$ cat src/rtl/tlu_pkg.sv
// Shared definitions for the TLU run-sequencing controller: default widths,
// channel count and the run state encoding.
package tlu_pkg;

    localparam int TLU_CNT_W = 32;
    localparam int TLU_TMR_W = 16;
    localparam int TLU_N_DUT = 6;

    typedef enum logic [2:0] {
        ST_IDLE     = 3'd0,
        ST_ARMING   = 3'd1,
        ST_RUNNING  = 3'd2,
        ST_DEADTIME = 3'd3,
        ST_DRAINING = 3'd4,
        ST_DONE     = 3'd5
    } tlu_state_e;

endpackage

$ cat src/rtl/tlu_load_timer.sv
// Loadable down-counter with an is-zero flag; shared between the arm delay and
// the dead-time because the two are never running at the same time.
module tlu_load_timer #(
    parameter int W = 16
) (
    input  logic         clk_i,
    input  logic         rst_ni,
    input  logic         load_i,
    input  logic [W-1:0] load_val_i,
    input  logic         dec_i,
    output logic [W-1:0] cnt_o,
    output logic         zero_o
);

    logic [W-1:0] cnt_q;

    // Load has priority over decrement; the count parks at zero.
    always_ff @(posedge clk_i or negedge rst_ni) begin
        if (!rst_ni) begin
            cnt_q <= '0;
        end else if (load_i) begin
            cnt_q <= load_val_i;
        end else if (dec_i && (cnt_q != '0)) begin
            cnt_q <= cnt_q - {{(W-1){1'b0}}, 1'b1};
        end
    end

    assign cnt_o  = cnt_q;
    assign zero_o = (cnt_q == '0);

endmodule

$ cat src/rtl/tlu_run_ctrl.sv
// Run-sequencing controller: turns coincidence trigger requests into granted
// triggers while managing arm delay, dead-time, trigger limit and drain.
module tlu_run_ctrl
    import tlu_pkg::*;
#(
    parameter int CNT_W = TLU_CNT_W,
    parameter int TMR_W = TLU_TMR_W,
    parameter int N_DUT = TLU_N_DUT
) (
    input  logic             CLK40,
    input  logic             RST_N,
    input  logic             CMD_START,
    input  logic             CMD_STOP,
    input  logic             CMD_ABORT,
    input  logic [TMR_W-1:0] CONF_ARM_DELAY,
    input  logic [TMR_W-1:0] CONF_DEADTIME,
    input  logic [CNT_W-1:0] CONF_MAX_TRIGGERS,
    input  logic [N_DUT-1:0] CONF_EN_OUTPUT,
    input  logic [N_DUT-1:0] DUT_READY,
    input  logic             FIFO_FULL,
    input  logic             TRIG_REQ,
    output logic             TRIG_GRANT,
    output logic             TS_CLEAR,
    output logic             RUN_ACTIVE,
    output logic             RUN_DONE,
    output logic [2:0]       STATE,
    output logic [CNT_W-1:0] TRIG_CNT,
    output logic [CNT_W-1:0] SKIP_CNT
);

    tlu_state_e       state_q, state_d;
    logic             trig_grant_q, ts_clear_q, run_active_q, run_done_q;
    logic [CNT_W-1:0] trig_cnt_q, skip_cnt_q, trig_cnt_inc_s;
    logic             all_ready_s, start_ok_s, accept_s, reject_s, hit_max_s;
    logic             tmr_load_s, tmr_dec_s, tmr_last_s, tmr_zero_s;
    logic [TMR_W-1:0] tmr_val_s, tmr_cnt_s;

    tlu_load_timer #(.W(TMR_W)) u_timer (
        .clk_i      (CLK40),
        .rst_ni     (RST_N),
        .load_i     (tmr_load_s),
        .load_val_i (tmr_val_s),
        .dec_i      (tmr_dec_s),
        .cnt_o      (tmr_cnt_s),
        .zero_o     (tmr_zero_s)
    );

    // Request qualification and timer control; stop and abort both mask requests.
    always_comb begin
        all_ready_s    = &(DUT_READY | ~CONF_EN_OUTPUT);
        start_ok_s     = ((state_q == ST_IDLE) || (state_q == ST_DONE)) && CMD_START && !CMD_ABORT;
        accept_s       = (state_q == ST_RUNNING) && TRIG_REQ && all_ready_s && !FIFO_FULL
                         && !CMD_STOP && !CMD_ABORT;
        reject_s       = (((state_q == ST_RUNNING) && !(all_ready_s && !FIFO_FULL))
                         || (state_q == ST_DEADTIME)) && TRIG_REQ && !CMD_STOP && !CMD_ABORT;
        trig_cnt_inc_s = trig_cnt_q + {{(CNT_W-1){1'b0}}, 1'b1};
        hit_max_s      = (CONF_MAX_TRIGGERS != '0) && (trig_cnt_inc_s == CONF_MAX_TRIGGERS);
        tmr_load_s     = start_ok_s || (accept_s && !hit_max_s && (CONF_DEADTIME != '0));
        if (start_ok_s) begin
            tmr_val_s = CONF_ARM_DELAY;
        end else begin
            tmr_val_s = CONF_DEADTIME;
        end
        tmr_dec_s  = (state_q == ST_ARMING) || (state_q == ST_DEADTIME);
        tmr_last_s = tmr_zero_s || (tmr_cnt_s == {{(TMR_W-1){1'b0}}, 1'b1});
    end

    // Next-state decode; abort overrides every other command.
    always_comb begin
        state_d = state_q;
        if (CMD_ABORT) begin
            state_d = ST_IDLE;
        end else begin
            case (state_q)
                ST_IDLE, ST_DONE: begin
                    if (CMD_START) state_d = ST_ARMING;
                    else           state_d = state_q;
                end
                ST_ARMING: begin
                    if (CMD_STOP)        state_d = ST_DRAINING;
                    else if (tmr_last_s) state_d = ST_RUNNING;
                    else                 state_d = ST_ARMING;
                end
                ST_RUNNING: begin
                    if (CMD_STOP)                      state_d = ST_DRAINING;
                    else if (accept_s && hit_max_s)    state_d = ST_DRAINING;
                    else if (accept_s && (CONF_DEADTIME != '0)) state_d = ST_DEADTIME;
                    else                               state_d = ST_RUNNING;
                end
                ST_DEADTIME: begin
                    if (CMD_STOP)        state_d = ST_DRAINING;
                    else if (tmr_last_s) state_d = ST_RUNNING;
                    else                 state_d = ST_DEADTIME;
                end
                ST_DRAINING: begin
                    if (all_ready_s) state_d = ST_DONE;
                    else             state_d = ST_DRAINING;
                end
                default: state_d = ST_IDLE;
            endcase
        end
    end

    // State, registered status outputs and run counters.
    always_ff @(posedge CLK40 or negedge RST_N) begin
        if (!RST_N) begin
            state_q      <= ST_IDLE;
            trig_grant_q <= 1'b0;
            ts_clear_q   <= 1'b0;
            run_active_q <= 1'b0;
            run_done_q   <= 1'b0;
            trig_cnt_q   <= '0;
            skip_cnt_q   <= '0;
        end else begin
            state_q      <= state_d;
            trig_grant_q <= accept_s;
            ts_clear_q   <= start_ok_s;
            run_active_q <= (state_d inside {ST_ARMING, ST_RUNNING, ST_DEADTIME, ST_DRAINING});
            run_done_q   <= (state_d == ST_DONE);
            if (start_ok_s) begin
                trig_cnt_q <= '0;
                skip_cnt_q <= '0;
            end else begin
                if (accept_s) begin
                    trig_cnt_q <= trig_cnt_inc_s;
                end
                if (reject_s && !(&skip_cnt_q)) begin
                    skip_cnt_q <= skip_cnt_q + {{(CNT_W-1){1'b0}}, 1'b1};
                end
            end
        end
    end

    assign TRIG_GRANT = trig_grant_q;
    assign TS_CLEAR   = ts_clear_q;
    assign RUN_ACTIVE = run_active_q;
    assign RUN_DONE   = run_done_q;
    assign STATE      = state_q;
    assign TRIG_CNT   = trig_cnt_q;
    assign SKIP_CNT   = skip_cnt_q;

endmodule

$ cat config.mk
export PLATFORM = sky130hd
export DESIGN_NAME = tlu_run_ctrl
export DESIGN_NICKNAME = d
export VERILOG_FILES = /design/src/rtl/tlu_pkg.sv /design/src/rtl/tlu_load_timer.sv /design/src/rtl/tlu_run_ctrl.sv
export SDC_FILE = /design/constraint.sdc
export NUM_CORES = 1
export LEC_CHECK = 0
export ABC_AREA = 0
export BUFFER_PORTS_ARGS = -buffer_cell sky130_fd_sc_hd__buf_2
export CAP_MARGIN = 10
export CORE_MARGIN = 10
export CORE_UTILIZATION = 57
export CTS_BUF_LIST = sky130_fd_sc_hd__clkbuf_2 sky130_fd_sc_hd__clkbuf_4 sky130_fd_sc_hd__clkbuf_8
export CTS_CLUSTER_DIAMETER = 200
export CTS_CLUSTER_SIZE = 14
export DETAILED_ROUTE_END_ITERATION = 8
export GPL_TIMING_DRIVEN = 0
export PLACE_DENSITY_LB_ADDON = 0.12
export REMOVE_ABC_BUFFERS = 1
export SETUP_SLACK_MARGIN = 0.5
export SYNTH_ARGS = -nofsm -noshare
export SYNTH_HDL_FRONTEND = slang
export SYNTH_HIERARCHICAL = 1
export SYNTH_SLANG_ARGS = --single-unit
export TNS_END_PERCENT = 1
$ cat constraint.sdc
create_clock -name CLK40 -period 4.1 [get_ports CLK40]
set_input_delay 0.41 -clock CLK40 [delete_from_list [all_inputs] [get_ports CLK40]]
set_output_delay 0.41 -clock CLK40 [all_outputs]
set_load 0.02 [all_outputs]
# Word-level counts from Yosys, hierarchy flattened
# Index checks and enable logic that the tools add are counted.
[classes]
add_sub_neg = 3
n_eq_ne = 12
muxes = 18
bitwise_logic = 2
reduce_logical = 42
[ops]
columns = ["operator", "n"]
rows = [
  ["$mux 32", 4],
  ["$add 32x1->32 const B", 2],
  ["$mux 16", 3],
  ["$eq 32x32->1", 1],
  ["$reduce_and 32->1", 1],
  ["$reduce_bool 16->1", 2],
  ["$reduce_bool 32->1", 1],
  ["$logic_and 1x1->1", 19],
  ["$mux 3", 6],
  ["$eq 16x1->1 const B", 1],
  ["$logic_not 16->1", 1],
  ["$sub 16x1->16 const B", 1],
  ["$pmux 3 s5", 1],
  ["$eq 3x2->1 const B", 4],
  ["$eq 3x3->1 const B", 4],
  ["$eq 3x1->1 const B", 2],
  ["$logic_not 1->1", 6],
  ["$not 6->6", 1],
  ["$or 6x6->6", 1],
  ["$reduce_and 6->1", 1],
  ["$reduce_bool 2->1", 3],
  ["$logic_or 1x1->1", 5],
  ["$reduce_bool 4->1", 1],
  ["$logic_not 3->1", 1],
  ["3 further kinds", 5],
]
[word_totals]
register_bits = 87
in_bits = 83
output_inout_bits = 71
wordCells = 85

# Depth between registers and ports, before layout
[depth]
depth_word = 15
ltp_mapped = 16

# Hierarchy
# The synthesis kept the hierarchy.
[by_module_without_submodules]
columns = ["mod", "instances", "cells_each", "area_each_um2"]
rows = [
  ["tlu_run_ctrl", 1, 699, 5635.4],
  ["tlu_load_timer", 1, 124, 1063.5],
]

# Least setup slack after synthesis
# Ideal clock, no wire load.
[synth_path]
path_kind = "register -> register"
from = "register trig_cnt_q[0] (netlist: TRIG_CNT[0])"
to = "register u_timer.cnt_q[12] (netlist: u_timer/cnt_o[12])"
setup_time_ns = 0.082
t_arrival_ns = 3.252
t_required_ns = 4.018
slack_ns = 0.766
stages_incl_launch_ff = 16
cell_sequence = "dfrtp_1 -> ha_1 -> and3_1 -> clkbuf_1 -> nand3_1 -> nor4b_1 -> o22ai_1 -> nor4_1 -> and4_1 -> a41o_1 -> nand2b_1 -> clkbuf_1 -> inv_1 -> clkbuf_1 -> nor2_1 -> a31oi_1"
[synth_via]
elab_chain_cells = 8
elab_cells_between_ends = 9
[synth_lines]
columns = ["element", "line", "text"]
rows = [
  ["start: declaration", "tlu_run_ctrl.sv:33", "logic [CNT_W-1:0] trig_cnt_q, skip_cnt_q, trig_cnt_inc_s;"],
  ["start signal: assignment", "tlu_run_ctrl.sv:125", "trig_cnt_q <= trig_cnt_inc_s;"],
  ["$add 32x1->32 (*)", "tlu_run_ctrl.sv:56", "trig_cnt_inc_s = trig_cnt_q + {{(CNT_W-1){1'b0}}, 1'b1};"],
  ["$eq 32x32->1 (*)", "tlu_run_ctrl.sv:57", "hit_max_s = (CONF_MAX_TRIGGERS != '0) && (trig_cnt_inc_s == CONF_MAX_TRIGGERS);"],
  ["$logic_and 1x1->1 (*)", "tlu_run_ctrl.sv:57", ""],
  ["$logic_not 1->1 (*)", "tlu_run_ctrl.sv:58", "tmr_load_s = start_ok_s || (accept_s && !hit_max_s && (CONF_DEADTIME != '0));"],
  ["$logic_and 1x1->1 (*) (2 in series)", "tlu_run_ctrl.sv:58", ""],
  ["$logic_or 1x1->1 (*)", "tlu_run_ctrl.sv:58", ""],
  ["via tmr_load_s", "tlu_run_ctrl.sv:35", "logic tmr_load_s, tmr_dec_s, tmr_last_s, tmr_zero_s;"],
  ["$mux 16 or $reduce_bool 2->1 (tied branches)", "n/a", ""],
  ["end signal: assignment", "tlu_load_timer.sv:22", "cnt_q <= load_val_i;"],
  ["end signal: assignment", "tlu_load_timer.sv:24", "cnt_q <= cnt_q - {{(W-1){1'b0}}, 1'b1};"],
  ["end: declaration", "tlu_load_timer.sv:15", "logic [W-1:0] cnt_q;"],
]
# Mark *: on every way through the listed nets, which the timed path passes. The rest lies on a longest branch.
# A chain may end at the register's enable or synchronous reset.

# Worst setup path after layout
[layout_path]
from = "register trig_cnt_q[0] (netlist: TRIG_CNT[0])"
to = "register u_timer.cnt_q[9] (netlist: u_timer/cnt_o[9])"
# The elaborated chain is that of the path after synthesis.

==> metrics <==
status=finished clean; placed cell area=0.00751 mm2; met1 Resource Use GR=35.2%; Hold WC Path Type=primary input to register; register area=0.00218 mm2; worst slew pin tran=1.00 ns; dpl ws=-0.406 ns; setup TNS=0 ns; max cap viols=0; WP depth=13; DR vias=7101; vias per cell=around 6.5; R2R setup slack=0.64 ns; CP max stage delay=0.51 ns; row count=39; Mapped Area=between 0.006 and 0.007 mm2; Sw Pwr=0.655 mW; leakage=3.44 nW; # setup viols final=0; Top FF cell, synth=dfrtp_1; crit share post-route=84.4%; multi-input logic area=between 0.004 and 0.005 mm2; crit-path cells=ha_2 > nand3_2 > nor3_4 > buf_4 > a41oi_1 > o22ai_1 > nor4_1 > and4_1 > a41o_1 > nand2b_4 > clkinvlp_4 > nor2_1 > a31oi_1; Period minus WS final=3.46 ns; pin count of the biggest net entering global routing=68; Slowest-stage cell, CP=dfrtp_1; Reg clk slew, reported paths=0.09 ns; hold_ws=0.268 ns; HP Start=CMD_ABORT; io pins=154; DRT iter0 DRCs=835; Power Density=256 mW/mm2; first-pass GRT wire length=approximately 35 mm; Most Crowded Layer GR=met2; Hold Violations, Final=0; clock tree buffer depth=2; CP arrival=3.72 ns; area of the die=0.0165 mm2; sequential area share after synthesis=between 30% and 40%; Worst Reg2Reg Path Length in Cells=13; Residual DRC=0; DRT Wirelength=about 22 mm; final worst slack=0.639 ns; Core Util, Final=69.1%; CP Capture Type=register; GP Congestion=0.972; Worst Setup Start Kind=register; clock insertion delay at the later pin of the skew report=a little under 0.4 ns; die width=128 um; worst path buffer plus inverter count=2; Worst VDD drop=between 0.2 and 0.25 mV; ys async rst share=100%; clk root buf=clkbuf_8; CTS Sinks=87; CTS tree=done; #FFs+latches synth=87; DR pass1 iterations=5; NumNets Final=1037; syn avg cell area=~8.1 um2; kind of cell adding the most delay to the critical path=simple AND/OR/NAND/NOR gates; Slew HR=between 30% and 40%; Worst EP required=approximately 4.4 ns; sw frac=32.2%; Area Growth Syn to Fin=18.3%; vias in the first global route=between 6000 and 7000; antenna-violating nets left=0; CP Max Fanout=19; met2 Track Usage GR=approximately two fifths; drt wl/cell=20.2 um; unrepaired setup endpoints after global routing=false; clock skew=0.00832 ns; initial core utilization=58.4%; Cells after Synth=823; FF-to-FF End=u_timer/cnt_o[9]$_DFFE_PN0P_; gr usage total=25.8%; Comb pwr share=18.3%; part of the power in registers=around 50%; Int Pwr=between 1 and 1.5 mW; FF-to-FF Start=TRIG_CNT[0]$_DFFE_PN0P_; EDFF count, synth=0; Setup CP Type=register to register; Core ar.=0.0115 mm2; number of synthesis warnings=6; Worst Hold End=STATE[1]$_DFF_PN0_; layout cell share with drive strength beyond 1=between 20% and 30%; DP Wirelength=16.5 mm; Clk pwr share=32.5%; worst hold stages=2; met3 GRT Util=5.75%; IO buf count=153; post-route cell area=0.00793 mm2; H-tree depth=3; total gr overflow=0; fillers=975; synth unique cells=74; max-slew violations=0; initial antenna violation count=1; TritonCTS buffer count=9; die height=~130 um; fmax=0.289 GHz
## cells in the mapped netlist (9+ instances only)
cell type  number  area, um2
o41ai_1        11       96.3
nor2_1         92        345
xnor2_1        37        324
and3_1         12       75.1
o21ai_0        59        295
nor4_1         26        163
or4_1           9       67.6
inv_1          27        101
mux2_2         16        180
nand2_1        60        225
buf_2          16       80.1
nand3_1        35        175
nor3_1         24        120
clkbuf_1       29        109
o31ai_1        20        150
or3_1          12       75.1
dfrtp_1        87       2180
nor2b_1        13       81.3
xor2_1         25        219
a31oi_1        13       81.3
nand4_1        33        206
and4_1         12        105
a21oi_1        31        155
## layout by cell type, fill, tap and decap left out, types with 8 or more instances in the layout
cell type,netlist,routed
nand3_1,35,32
nor2_1,92,91
xor2_1,25,25
or4_1,9,9
o41ai_1,11,11
a31oi_1,13,13
nand4_1,33,33
nor4_1,26,26
clkbuf_8,0,9
buf_2,16,153
a21oi_1,31,31
o22ai_1,8,8
or3_1,12,12
nand2_1,60,60
and3_1,12,9
o31ai_1,20,20
nor2b_1,13,13
mux2_2,16,16
and2_1,8,8
nor3_1,24,23
buf_4,7,11
dfrtp_1,87,85
and4_1,12,10
o21ai_0,59,58
xnor2_1,37,37
inv_1,27,26
## per-layer routing
layer  wire, um  part of all wire (%)
met1       9630                    43
met2      10400                    47
met3       1950                   8.8
met4        289                   1.3
met5          0                     0
## timing repair
item | 4_1_cts | 5_1_grt
gates resized for setup | 15 | 11
hold endpoints to repair | 20 | 0
cloned | 1 | 1
hold buffers | 1 | 0
buffers inserted | 8 | 2
pin swaps | 2 | 2
setup endpoints to repair | 16 | 16
## area by class of cell
cell class                      count  share of cell area, %
Antenna cell                        1                 0.0316
Clock buffer                       10                   1.66
Clock inverter                      6                   1.01
Inverter                           28                   1.37
Multi-Input combinational cell    653                   53.8
Sequential cell                    87                   27.5
Tap cell                          143                   2.26
Timing Repair Buffer              171                   12.3
Timing Repair inverter              1                 0.0947
## power groups by stage
| stage | sequential, mW | clock (mW) | combinational [mW] |
|---|---|---|---|
| 2_1_floorplan | 0.993 | 0 | 0.222 |
| 3_3_place_gp | 1.01 | 0 | 0.338 |
| 3_5_place_dp | 1.01 | 0 | 0.362 |
| 4_1_cts | 0.997 | 0.667 | 0.366 |
| 5_1_grt | 1.01 | 0.701 | 0.414 |
| 6_report | 0.999 | 0.661 | 0.371 |
## how the worst max path moves through the flow
stage	start	endpoint	slack [ns]
global route	TRIG_CNT[2]$_DFFE_PN0P_	u_timer/cnt_o[11]$_DFFE_PN0P_	0.49
detailed placement	TRIG_CNT[0]$_DFFE_PN0P_	u_timer/cnt_o[11]$_DFFE_PN0P_	-0.41
floorplan	STATE[0]$_DFF_PN0_	TRIG_CNT[10]$_DFFE_PN0P_	-0.54
CTS	TRIG_CNT[0]$_DFFE_PN0P_	u_timer/cnt_o[11]$_DFFE_PN0P_	0.51
global placement	STATE[0]$_DFF_PN0_	TRIG_CNT[20]$_DFFE_PN0P_	-2.83
finish	TRIG_CNT[0]$_DFFE_PN0P_	u_timer/cnt_o[9]$_DFFE_PN0P_	0.64
## kinds of logic (layout without fill, tap and decap cells)
| group | Yosys count | in the layout | synth area share (%) |
|---|---|---|---|
| and+or+nand+nor | 379 | 380 | 31.3 |
| AOI/OAI and AO/OA | 184 | 184 | 18.0 |
| DFF | 87 | 87 | 32.5 |
| buffers and inverters | 84 | 216 | 5.62 |
| xor gates and xnor gates | 62 | 62 | 8.11 |
| muxes | 24 | 24 | 3.90 |
| adders and majority gates | 3 | 3 | 0.560 |
| other | 0 | 1 | 0 |
## registers in the layout (all words and copies together), names as in the netlist
register and count:
TRIG_CNT 32, RUN_DONE 1, RUN_ACTIVE 1, STATE 3
TRIG_GRANT 1, TS_CLEAR 1, u_timer/cnt_o 16, SKIP_CNT 32
## stage by stage
stage / power [mW] / cells
3_3_place_gp: 1.35 / 1063
6_report: 2.03 / 1100
4_1_cts: 2.03 / 1096
5_1_grt: 2.13 / 1099
3_5_place_dp: 1.37 / 1070
2_1_floorplan: 1.21 / 767
(Power assumes the default switching activity.)
